--- config.mk ---
export PLATFORM = sky130hd
export DESIGN_NAME = spin_game_controller
export DESIGN_NICKNAME = d
export VERILOG_FILES = /design/src/rtl/spin_game_controller.sv
export SDC_FILE = /design/constraint.sdc
export NUM_CORES = 1
export LEC_CHECK = 0
export ABC_AREA = 1
export BUFFER_PORTS_ARGS = -buffer_cell sky130_fd_sc_hd__buf_2
export CORE_MARGIN = 2
export CORE_UTILIZATION = 63
export DETAILED_ROUTE_END_ITERATION = 12
export PLACE_DENSITY = 0.8
export RECOVER_POWER = 50
export SETUP_SLACK_MARGIN = 0.5
export SLEW_MARGIN = 0
export SYNTH_ARGS = -nofsm -noshare
export SYNTH_HDL_FRONTEND = slang
export SYNTH_SLANG_ARGS = --single-unit
--- constraint.sdc ---
create_clock -name CLK100MHZ -period 4.2 [get_ports CLK100MHZ]
set_clock_uncertainty 0.2 [all_clocks]
set_input_delay 0.84 -clock CLK100MHZ [delete_from_list [all_inputs] [get_ports CLK100MHZ]]
set_output_delay 0.84 -clock CLK100MHZ [all_outputs]
set_load 0.02 [all_outputs]
--- src/rtl/spin_game_controller.sv ---
// Spin game sequencer: debounces the three board buttons and runs the
// select / spin / decelerate / settle play loop that feeds the renderer.

module spin_game_debounce #(
  parameter int DEBOUNCE_CYCLES = 1_000_000
) (
  input  logic clk,
  input  logic rst,
  input  logic raw,
  output logic press
);
  localparam int CW = $clog2(DEBOUNCE_CYCLES + 1);

  logic [1:0]    syncPipe;
  logic          level;
  logic [CW-1:0] stableCnt;

  // level flips only after DEBOUNCE_CYCLES synced samples that disagree with it
  always_ff @(posedge clk) begin
    if (rst) begin
      syncPipe  <= 2'b11;
      level     <= 1'b1;
      stableCnt <= '0;
      press     <= 1'b0;
    end else begin
      syncPipe <= {syncPipe[0], raw};
      press    <= 1'b0;
      if (syncPipe[1] == level) begin
        stableCnt <= '0;
      end else if (stableCnt == CW'(DEBOUNCE_CYCLES - 1)) begin
        stableCnt <= '0;
        level     <= syncPipe[1];
        press     <= ~syncPipe[1];
      end else begin
        stableCnt <= stableCnt + CW'(1);
      end
    end
  end
endmodule

module spin_game_controller #(
  parameter int DEBOUNCE_CYCLES = 1_000_000,
  parameter int STEP_BASE       = 2_500_000,
  parameter int DECEL_STEPS     = 6,
  parameter int START_CREDITS   = 10,
  parameter int WIN_PAYOUT      = 5,
  parameter int CREDIT_W        = 8
) (
  input  logic                CLK100MHZ,
  input  logic                gameReset,
  input  logic                pbL,
  input  logic                pbR,
  input  logic                pbG,
  output logic [2:0]          selSlot,
  output logic [2:0]          wheelPos,
  output logic                spinning,
  output logic                resultValid,
  output logic                win,
  output logic [CREDIT_W-1:0] credits
);
  localparam int MAX_PERIOD = STEP_BASE << DECEL_STEPS;
  localparam int TW         = $clog2(MAX_PERIOD + 1);
  localparam int KW         = $clog2(DECEL_STEPS + 1);
  localparam int CW1        = CREDIT_W + 1;

  typedef enum logic [1:0] {IDLE, SPIN, DECEL, RESULT} state_t;

  state_t        state;
  logic [2:0]    rawBtn, pressBtn;
  logic          pressL, pressR, pressG;
  logic [TW-1:0] stepTimer, stepPeriod;
  logic          stepDue;
  logic [4:0]    fastLeft;
  logic [KW-1:0] decelK;
  logic [7:0]    lfsr;
  logic [2:0]    nextPos;
  logic [CW1-1:0] paidCredits;

  assign rawBtn = {pbG, pbR, pbL};

  for (genvar b = 0; b < 3; b++) begin : g_btn
    spin_game_debounce #(.DEBOUNCE_CYCLES(DEBOUNCE_CYCLES)) u_db (
      .clk  (CLK100MHZ),
      .rst  (gameReset),
      .raw  (rawBtn[b]),
      .press(pressBtn[b])
    );
  end

  assign pressL = pressBtn[0];
  assign pressR = pressBtn[1];
  assign pressG = pressBtn[2];

  always_comb begin
    stepPeriod  = (state == DECEL) ? (TW'(STEP_BASE) << decelK) : TW'(STEP_BASE);
    stepDue     = (stepTimer == stepPeriod - TW'(1));
    nextPos     = wheelPos + 3'd1;
    paidCredits = {1'b0, credits} + CW1'(WIN_PAYOUT);
  end

  always_ff @(posedge CLK100MHZ) begin
    if (gameReset) begin
      state       <= IDLE;
      selSlot     <= 3'd0;
      wheelPos    <= 3'd0;
      credits     <= CREDIT_W'(START_CREDITS);
      spinning    <= 1'b0;
      resultValid <= 1'b0;
      win         <= 1'b0;
      stepTimer   <= '0;
      fastLeft    <= 5'd0;
      decelK      <= '0;
      lfsr        <= 8'h01;
    end else begin
      lfsr <= {lfsr[6:0], lfsr[7] ^ lfsr[5] ^ lfsr[4] ^ lfsr[3]};
      case (state)
        IDLE: begin
          // G wins over L/R even when it is refused for lack of credits
          if (pressG) begin
            if (credits != '0) begin
              state     <= SPIN;
              credits   <= credits - CREDIT_W'(1);
              fastLeft  <= {1'b1, lfsr[3:0]};
              stepTimer <= '0;
              spinning  <= 1'b1;
            end
          end else if (pressL && !pressR) begin
            selSlot <= selSlot - 3'd1;
          end else if (pressR && !pressL) begin
            selSlot <= selSlot + 3'd1;
          end
        end
        SPIN: begin
          if (stepDue) begin
            stepTimer <= '0;
            wheelPos  <= nextPos;
            fastLeft  <= fastLeft - 5'd1;
            if (fastLeft == 5'd1) begin
              state  <= DECEL;
              decelK <= KW'(1);
            end
          end else begin
            stepTimer <= stepTimer + TW'(1);
          end
        end
        DECEL: begin
          if (stepDue) begin
            stepTimer <= '0;
            wheelPos  <= nextPos;
            if (decelK == KW'(DECEL_STEPS)) begin
              state       <= RESULT;
              spinning    <= 1'b0;
              resultValid <= 1'b1;
              win         <= (nextPos == selSlot);
              if (nextPos == selSlot)
                credits <= paidCredits[CREDIT_W] ? '1 : paidCredits[CREDIT_W-1:0];
            end else begin
              decelK <= decelK + KW'(1);
            end
          end else begin
            stepTimer <= stepTimer + TW'(1);
          end
        end
        RESULT: begin
          if (pressG) begin
            state       <= IDLE;
            resultValid <= 1'b0;
            win         <= 1'b0;
          end
        end
        default: state <= IDLE;
      endcase
    end
  end
endmodule

* Yosys cells after proc, flatten, opt, wreduce, memory -nomap -nowiden
Index checks and enable logic that the tools add are counted.
** Cells by class
- Add/subtract/negate cells :: 12
- Eq/ne operators :: 22
- Shift operators :: 1
- Mux-type cells :: 43
- Bitwise logic cells :: 13
- Reductions and logical operators :: 31
** Operators with widths (count)
- two-way mux 28 bit :: 4
- adder 20 x 1 -> 20 bit (second input constant) :: 3
- equality test 20 bit (second input constant) :: 3
- one-hot mux 28 bit (2 select lines) :: 1
- two-way mux 8 bit :: 6
- adder 28 x 1 -> 28 bit (second input constant) :: 1
- equality test 28 bit :: 1
- << shifter 22 x 3 -> 28 bit (first input constant) :: 1
- subtractor 28 x 1 -> 28 bit (second input constant) :: 1
- two-way mux 3 bit :: 6
- OR reduction 3 bit :: 6
- one-hot mux 8 bit (2 select lines) :: 1
- two-way mux 5 bit :: 3
- two-way mux 2 bit :: 7
- nonzero test 2 bit :: 6
- inequality test 2 bit (second input constant) :: 5
- NOT 1 bit :: 10
- one-hot mux 5 bit (2 select lines) :: 1
- AND reduction 5 bit :: 2
- adder 3 x 1 -> 3 bit (second input constant) :: 3
- adder 8 x 3 -> 9 bit (second input constant) :: 1
- two-way mux 1 bit :: 9
- inequality test 2 x 1 -> 1 bit (second input constant) :: 4
- one-hot mux 2 bit (4 select lines) :: 1
- other kinds (22) :: 36
** Word-level totals
- Bits in registers :: 135
- Input port bits :: 5
- Output and inout port bits :: 17
- Word-level logic and storage cells :: 145

* Depth between registers and ports, before layout
Gate-level depths: netlist (run 1).
- Depth in word-level cells :: 6
- Depth in mapped cells :: 24
- Gate-level depth less buffers :: 22

* Cells and area by module
A second synthesis (run 1) with hierarchy kept.
** Second synthesis, totals
- Cells, all modules :: 1268
- Area, all modules :: 8294.2 um^2
** By module, submodules not included
- spin_game_controller :: times used 1, cells an instance 789, area an instance 4782.1 um^2, sequential area each 1261.2 um^2
- spin_game_debounce at g_btn[0].u_db ... :: times used 2, cells an instance 160, area an instance 1179.9 um^2, sequential area each 480.5 um^2
- spin_game_debounce at g_btn[2].u_db :: times used 1, cells an instance 159, area an instance 1152.4 um^2, sequential area each 480.5 um^2

* Worst setup path after synthesis (run 1)
No wires, ideal clock.
- Kind :: register -> register
- From :: register state[0]
- To :: register credits[3]
- Library setup time :: 0.119 ns
- Arrival time :: 2.661 ns
- Data required time :: 3.881 ns
- Slack :: 1.219 ns
- Stages on the path, launching flop included :: 22
- Path buffers :: 3
- Period minus slack after synthesis :: 2.981 ns
- Path through :: dfxtp_1 inv_1 ha_1 buf_6 buf_2 nand2_1 inv_1 ha_1 nand3_2 nor2_4 nand2_1 nand2_1 nand3_1 nand2_1 nand3_1 nor2_2 nand3_2 nand2_2 nand3_2 buf_6 a21oi_1 o21ai_1
** Between the ends
- Cells in the longest elaborated chain, start to end :: 6
- Elaborated cells between the ends (all ways) :: 13
- Those cells by class :: add/sub (1); eq/ne (7); mux (2); reduce/logical (3)
** RTL lines
- start: declaration :: line 68 : state_t state;
- start signal: assignment :: line 103 : state <= IDLE;
- start signal: assignment :: line 121 : state <= SPIN;
- start signal: assignment :: line 139 : state <= DECEL;
- equality test 2 bit :: line 95, 116
- two-way mux 28 bit :: line 95 : stepPeriod = (state == DECEL) ? (TW'(STEP_BASE) << decelK) : TW'(STEP_BASE);
- subtractor 28 x 1 -> 28 bit :: line 96 : stepDue = (stepTimer == stepPeriod - TW'(1));
- equality test 28 bit :: line 96
- inequality test 2 bit (no source line)
- AND reduction 6 bit (no source line)
- end signal: assignment :: line 106 : credits <= CREDIT_W'(START_CREDITS);
- end signal: assignment :: line 122 : credits <= credits - CREDIT_W'(1);
- end signal: assignment :: line 156 : credits <= paidCredits[CREDIT_W] ? '1 : paidCredits[CREDIT_W-1:0];
- end: declaration :: line 59 : output logic [CREDIT_W-1:0] credits
Several ways; a longest one is shown, not always the timed one.
A chain may end at the register's enable or synchronous reset.

* Worst setup path in the final report (run 1)
- From :: input gameReset
- To :: register g_btn[0].u_db.stableCnt[3]
** Between the ends
- Cells in the longest elaborated chain, start to end :: 1
** RTL lines
- start: declaration :: line 50 : input logic gameReset,
- OR reduction 3 bit (no source line)
- end signal: assignment :: line 35 : stableCnt <= stableCnt + CW'(1);
- end: declaration :: line 16 : logic [CW-1:0] stableCnt;
No other way between the ends.

==> key figures, run 1 <==
Timing
  – RSZ-0062 raised after global routing: false
  – Slew margin rel.: -0.645
  – Final setup fails: 0
  – Fin. max-slew vios: 56
  – Tmin final: 3.51 ns
  – Hold Fails Final Rpt: 0
  – Worst setup slack after layout: 0.695 ns
  – Fmax: around 290 MHz
  – Slew @ Worst Pin: about 2.5 ns
  – Fin Setup TNS: 0 ns
  – Final Cycle Share: 0.835

Clock tree
  – CTS Hold Bufs: 0
  – Resized cells post-CTS: 0
  – Clk_lat worst skew: about 0.43 ns
  – Root buf cell: clkbuf_16
  – CTS tree: built
  – Worst-path clk slew: roughly 0.06 ns
  – Clock buffer count from CTS: 17
  – # H-tree levels: 4
  – CTS Sinks: approximately 140
  – Worst-case clock buffer depth: 2
  – Postcts setup bufs: 0

Yosys
  – Sequential fraction of the synthesis area: 0.351
  – Ys flop type: dfxtp_1
  – Syn_area_per_cell: a little under 7 µm²
  – Syn Inst Count: approximately 1100
  – Share of the synthesized area in the top cell type: 0.351
  – Synth cell types: 46
  – Top-count cell post-synth: nand2_1
  – Number of synthesized flops with an enable pin: 0
  – Asr flop ratio synth: 0
  – Synth Register Bits: about 140
  – Synth area leader: dfxtp_1
  – Syn_nets: approximately 1100
  – Synth warnings: 0
  – Commonest cells post-synth: nand2_1 (213), nor2_1 (148), dfxtp_1 (135)
  – Syn Std Cell Area: about 7700 µm²
  – Main area contributors after synthesis: dfxtp_1 (35%), nand2_1 (10%), nor2_1 (7.2%)

Layout
  – Share of layout cells above drive strength 1: 0.0734
  – Nets: about 1200
  – Antenna diode count: 0
  – Layout area overhead: 9.68%
  – Register area: ~2700 µm²
  – Layout Cells excl Fill: roughly 1300
  – Fillers: 1022
  – Footprint of the multi-input gates: roughly 4400 µm²

Floorplan
  – Num ports: 22
  – Die width: 115 µm
  – Die Y: ~110 µm
  – Die area: 13100 µm²
  – Area of the core: around 12000 µm²
  – Cell row count: 40
  – Starting Density: 0.644

Placement
  – Dpl ws: 0.699 ns
  – Gpl congestion: about 0.88
  – Detailed-placement wirelength estimate: 11400 µm
  – Dpl cells: ~1300
  – IO Port Bufs: 21

Outcome
  – Failing checks: max-capacitance violations, max-slew violations
  – Status: finished with violations

Global route
  – Overall Global Routing Usage: 0.265
  – Initial antenna violation count: 0
  – GRT overflow: 0
  – Number of global-route vias before repair: 6483
  – Largest net degree at the start of global routing: between 50 and 60
  – First-pass GRT wire length: approximately 29000 µm

Route
  – Routed Antenna Nets: 0
  – Routed WL: approximately 16000 µm
  – # DRC: 0
  – DR vias/cell: approximately 5.5
  – Vias: 7127
  – Per-cell routed wire length: around 13 µm
  – DR pass1 iterations: 7
  – Drt first-iter violations: about 480

Worst setup path
  – CP Capture Type: flop
  – Worst endpoint required time: ~4.3 ns
  – Worst-path maximum fanout: 55
  – Startpoint types: primary input
  – Reg2Reg Depth: 20
  – Arrival @ worst endpoint: roughly 3.6 ns
  – CP Class: in2reg

Min path
  – Hold Path Depth: 1
  – Hold crit path type: reg2reg

Power
  – Power per cell area: 416 nW/µm²
  – Peak supply drop: 0.000294 V
  – Leakage: around 3.0 nW

Job
  – Max cap viols: 1
-- worst paths after layout --
path | endpoint | startpoint | slack (ns)
worst max register to register | stepTimer[24]$_SDFFE_PP0P_ | decelK[1]$_SDFFE_PP0P_ | 0.82
worst min-delay path | g_btn[1].u_db.syncPipe[1]$_SDFF_PP1_ | g_btn[1].u_db.syncPipe[0]$_SDFF_PP1_ | 0.20
worst max-delay path | g_btn[0].u_db.stableCnt[3]$_SDFF_PP0_ | gameReset | 0.69
worst min register to register | g_btn[1].u_db.syncPipe[1]$_SDFF_PP1_ | g_btn[1].u_db.syncPipe[0]$_SDFF_PP1_ | 0.20
-- metal layers --
layer / vias up / track usage / wire length (µm)
li1: 3695 / - / -
met1: 3238 / 0.337 / 7680
met2: 163 / 0.436 / 7530
met3: 31 / 0.0561 / 791
met4: 0 / 0.111 / 330
met5: - / 0 / 0
-- layout by cell type, fill, tap and decap left out, drive strengths merged, types with 2 or more instances in the layout --
master / n
nand2: 222
nor2: 155
inv: 136
dfxtp: 135
a21oi: 82
nand3: 76
xor2: 47
o21ai: 42
nor3: 38
clkbuf: 38
nand4: 36
nor4: 25
ha: 22
xnor2: 21
or2: 13
clkinv: 9
nor3b: 8
buf: 8
nand3b: 3
or3: 3
a31o: 3
o21bai: 3
a31oi: 3
o21a: 2
and3: 2
clkinvlp: 2
-- critical path, stage by stage --
cell      delay (ns)
clkbuf_1        0.09
clkbuf_1        1.76
a31o_2          0.29
nor2_1          0.13
inv_1           0.37
nor3b_1         0.10
-- sequential cells by signal (all words and copies together), names as in the netlist --
register / count
wheelPos: 3
resultValid: 1
credits: 8
g_btn.u_db.press: 3
state: 2
decelK: 3
spinning: 1
selSlot: 3
stepTimer: 28
lfsr: 8
win: 1
g_btn.u_db.stableCnt: 60
g_btn.u_db.level: 3
fastLeft: 5
g_btn.u_db.syncPipe: 6
-- per-stage QoR --
stage                util  power, mW  hold slack, ns  instance area (µm²)
floorplan               -       1.97           0.188                 7710
global placement    0.659       2.11           0.189                 7890
detailed placement  0.659       2.11           0.193                 7890
CTS                 0.707       3.53           0.205                 8450
global route        0.707       3.69           0.214                 8450
finish              0.707       3.52           0.204                 8450
-- power by group --
part	internal [mW]	total, mW	switching [mW]
registers	1.33	1.39	0.0573
clock network	0.835	1.41	0.580
logic	0.208	0.711	0.503
-- cell families after synthesis --
logic type / share of synthesized area
AOI/OAI and AO/OA: 0.0994
xor gates and xnor gates: 0.0802
adders and majority gates: 0.0383
buffers and inverters: 0.0860
and+or+nand+nor: 0.345
DFF: 0.351
-- area by class of cell --
type                    count  area share
clock inverters            13      0.0147
inverters                 135      0.0602
repair buffers             27      0.0147
multi-input cells         815       0.517
flip-flops and latches    135       0.320
well taps                 147      0.0218
clock buffers              19      0.0524
No activity file was read; power rests on OpenSTA's default activity.
==> inputs of run 2 (changes only) <==
--- a/config.mk
+++ b/config.mk
@@ -5,12 +5,12 @@
 export SDC_FILE = /design/constraint.sdc
 export NUM_CORES = 1
 export LEC_CHECK = 0
-export ABC_AREA = 1
+export ABC_AREA = 0
 export BUFFER_PORTS_ARGS = -buffer_cell sky130_fd_sc_hd__buf_2
 export CORE_MARGIN = 2
-export CORE_UTILIZATION = 63
+export CORE_UTILIZATION = 57
 export DETAILED_ROUTE_END_ITERATION = 12
-export PLACE_DENSITY = 0.8
+export PLACE_DENSITY = 0.77
 export RECOVER_POWER = 50
 export SETUP_SLACK_MARGIN = 0.5
 export SLEW_MARGIN = 0
==> constraint.sdc (replaced) <==
create_clock -name CLK100MHZ -period 2.86 [get_ports CLK100MHZ]
set_clock_uncertainty 0.2 [all_clocks]
set_input_delay 0.572 -clock CLK100MHZ [delete_from_list [all_inputs] [get_ports CLK100MHZ]]
set_output_delay 0.572 -clock CLK100MHZ [all_outputs]
set_load 0.02 [all_outputs]
==> run 2 against run 1 <==
The run ends with negative setup slack left. Worst hold slack lost 0.061 ns. Via count grew 13%. Global-route usage grew 2.6 points. Non-clock buffer count grew 123. Die area grew 9.8%. Critical path type is now reg2reg. Critical endpoint is now stepTimer[2]$_SDFFE_PP0P_. Highest routed layer unchanged.
==> key figures, run 2 <==
Timing
  – Slew margin rel.: 0.584
  – RSZ-0062 raised after global routing: true
  – Final Cycle Share: 1.32
  – Tmin final: 3.78 ns
  – Slew @ Worst Pin: between 0.6 and 0.7 ns
  – Fmax: 265 MHz
  – Final setup fails: 52
  – Hold Fails Final Rpt: 0
  – Fin. max-slew vios: 0
  – Worst setup slack after layout: -0.916 ns
  – Hold slack final: 0.144 ns

Global route
  – First-pass GRT wire length: 34000 µm
  – Overall Global Routing Usage: 0.290
  – Largest net degree at the start of global routing: 34
  – Number of global-route vias before repair: approximately 7200
  – Initial antenna violation count: 0
  – GRT overflow: 0

Route
  – DR pass1 iterations: 8
  – Per-cell routed wire length: approximately 19 µm
  – Routed Antenna Nets: 0
  – Vias: about 8000
  – Drt first-iter violations: approximately 970
  – DR vias/cell: roughly 6.4
  – Routed WL: 23900 µm
  – # DRC: 0

Yosys
  – Share of the synthesized area in the top cell type: 0.352
  – Synth warnings: 0
  – Synth cell types: 74
  – Sequential fraction of the synthesis area: 0.352
  – Asr flop ratio synth: 0
  – Number of synthesized flops with an enable pin: 0
  – Syn_area_per_cell: about 8 µm²
  – Synth area leader: dfxtp_1
  – Main area contributors after synthesis: dfxtp_1 (35%), nor2_1 (5.8%), xnor2_1 (5.1%)
  – Synth Register Bits: approximately 140
  – Top-count cell post-synth: dfxtp_1
  – Commonest cells post-synth: dfxtp_1 (135), nor2_1 (119), nand2_1 (87)
  – Syn_nets: between 900 and 1000
  – Ys flop type: dfxtp_1
  – Syn Std Cell Area: just under 8000 µm²
  – Syn Inst Count: 956

Layout
  – Footprint of the multi-input gates: between 5000 and 6000 µm²
  – Final Instance Area: approximately 10000 µm²
  – Final core utilization: 0.775
  – Share of layout cells above drive strength 1: 0.277
  – Regs by FF count: g_btn.u_db.stableCnt (60), stepTimer (28)
  – Register area: about 2700 µm²
  – Antenna diode count: 0
  – Max reg flops: 60
  – Layout Cells excl Fill: about 1300
  – Commonest non-fill, non-tap cells in the layout: dfxtp_1 (130), nor2_1 (114), buf_4 (101), nand2_1 (82), nand3_1 (50)
  – Commonest non-fill, non-tap cell in the layout: dfxtp_1
  – Register with the most flip-flops: g_btn.u_db.stableCnt
  – Layout area overhead: 33.0%
  – Fillers: approximately 820
  – Nets: 1101

Power
  – Sequential Power Share: 0.451
  – Leakage: around 3.8 nW
  – Power per cell area: 414 nW/µm²
  – Net Sw Power: about 1.0 mW
  – Peak supply drop: roughly 0.00042 V
  – Sw frac: 0.237
  – Clock power frac: 0.527
  – Logic pwr share: 0.022
  – Pint: about 3.2 mW

Floorplan
  – Die Y: about 120 µm
  – Die width: between 100 and 150 µm
  – Die area: around 14000 µm²
  – Num ports: 22
  – Cell row count: 42
  – Starting Density: 0.582
  – Area of the core: 13200 µm²

Worst setup path
  – R2r setup slk: -0.92 ns
  – R2r endpoint: stepTimer[2]$_SDFFE_PP0P_
  – Arrival @ worst endpoint: 3.90 ns
  – Critical-path top delay cell: dfxtp_4
  – CP delay by family, top: simple AND/OR/NAND/NOR gates
  – CP peak stage delay: approximately 0.36 ns
  – Reg2Reg Depth: 16
  – Worst-path maximum fanout: 7
  – Startpoint types: flop
  – CP bufs+invs: 6
  – CP Capture Type: flop
  – Worst endpoint required time: 2.99 ns
  – Cell repeated most along the worst path: buf_4
  – CP Class: reg2reg
  – Critical-path cell list: buf_4 > ha_4 > buf_4 > nor2b_1 > o211ai_1 > buf_4 > nor2_1 > xor2_2 > o2111ai_4 > nor4b_4 > buf_4 > buf_6 > or3_4 > buf_12 > o21ai_2 > a22o_1
  – Crit Reg-Reg Startpoint: decelK[1]$_SDFFE_PP0P_

Clock tree
  – Worst-case clock buffer depth: 2
  – CTS Hold Bufs: 0
  – Worst-path clk slew: ~0.06 ns
  – CTS tree: built
  – Clock buffer count from CTS: 17
  – CTS Sinks: approximately 140
  – # H-tree levels: 4
  – Root buf cell: clkbuf_16
  – Clk_lat worst skew: between 0.4 and 0.5 ns

Min path
  – Hold crit path type: in2reg
  – Hold Path Depth: 2
  – Worst hold start: pbG
  – Hold Path End: g_btn[2].u_db.syncPipe[0]$_SDFF_PP1_

Placement
  – Cell Area, Placed: between 8000 and 9000 µm²
  – IO Port Bufs: 21
  – Gpl congestion: 1.05
  – Dpl cells: ~1200
  – Dpl ws: -0.878 ns
  – Detailed-placement wirelength estimate: roughly 13000 µm

Outcome
  – Status: finished with violations
  – Failing checks: negative setup slack

Job
  – Max cap viols: 0
run 2: how the worst max path moves through the flow:
stage | end | start | cells past startpoint | slack (ns)
detailed placement | credits[3]$_SDFFE_PP1P_ | decelK[1]$_SDFFE_PP0P_ | 12 | -0.88
CTS | stepTimer[2]$_SDFFE_PP0P_ | decelK[1]$_SDFFE_PP0P_ | 14 | -0.55
floorplan | credits[4]$_SDFFE_PP0P_ | state[0]$_SDFFE_PP0P_ | 19 | -0.99
global placement | credits[3]$_SDFFE_PP1P_ | decelK[1]$_SDFFE_PP0P_ | 11 | -0.81
global route | stepTimer[2]$_SDFFE_PP0P_ | decelK[1]$_SDFFE_PP0P_ | 15 | -0.91
finish | stepTimer[2]$_SDFFE_PP0P_ | decelK[1]$_SDFFE_PP0P_ | 16 | -0.92
run 2: cell families after synthesis:
logic type	after synthesis	synth area share
buffers and inverters	83	0.0432
xor gates and xnor gates	86	0.0980
adders and majority gates	23	0.0384
muxes	21	0.0290
and+or+nand+nor	436	0.291
DFF	135	0.352
AOI/OAI and AO/OA	172	0.148
run 2: routing by layer:
metal | track usage | routed length, µm | up-vias
met3 | 0.0490 | 1860 | 151
met1 | 0.360 | 9340 | 3810
met2 | 0.499 | 11400 | 506
li1 | - | - | 3606
met4 | 0.118 | 1300 | 0
met5 | 0 | 0 | -
run 2: power by group through the flow:
| stage | logic, mW | registers (mW) | clock network, mW |
|---|---|---|---|
| after floorplan | 0.0602 | 1.95 | 0 |
| after global placement | 0.0831 | 1.95 | 0 |
| after detailed placement | 0.0839 | 1.95 | 0 |
| after CTS | 0.0875 | 1.91 | 2.23 |
| after global routing | 0.101 | 1.91 | 2.33 |
| final | 0.0929 | 1.91 | 2.23 |
run 2: cell type report:
class	instances	area share
Inverter	31	0.0119
Clock buffer	17	0.0416
Timing Repair Buffer	150	0.120
Sequential cell	135	0.266
Clock inverter	15	0.0164
Tap cell	176	0.0216
Multi-Input combinational cell	738	0.523
run 2: what timing repair did:
action | 4_1_cts | 5_1_grt
gates cloned | 3 | 0
setup endpoints to repair | 53 | 109
pin swaps | 45 | 22
setup buffers | 17 | 7
resized for setup | 109 | 63
run 2: per-stage QoR:
step	power (mW)	TNS, ns
after floorplan	2.01	-44.95
after global placement	2.03	-35.79
after CTS	4.22	-23.70
after detailed placement	2.03	-39.00
final	4.23	-41.87
after global routing	4.33	-41.88
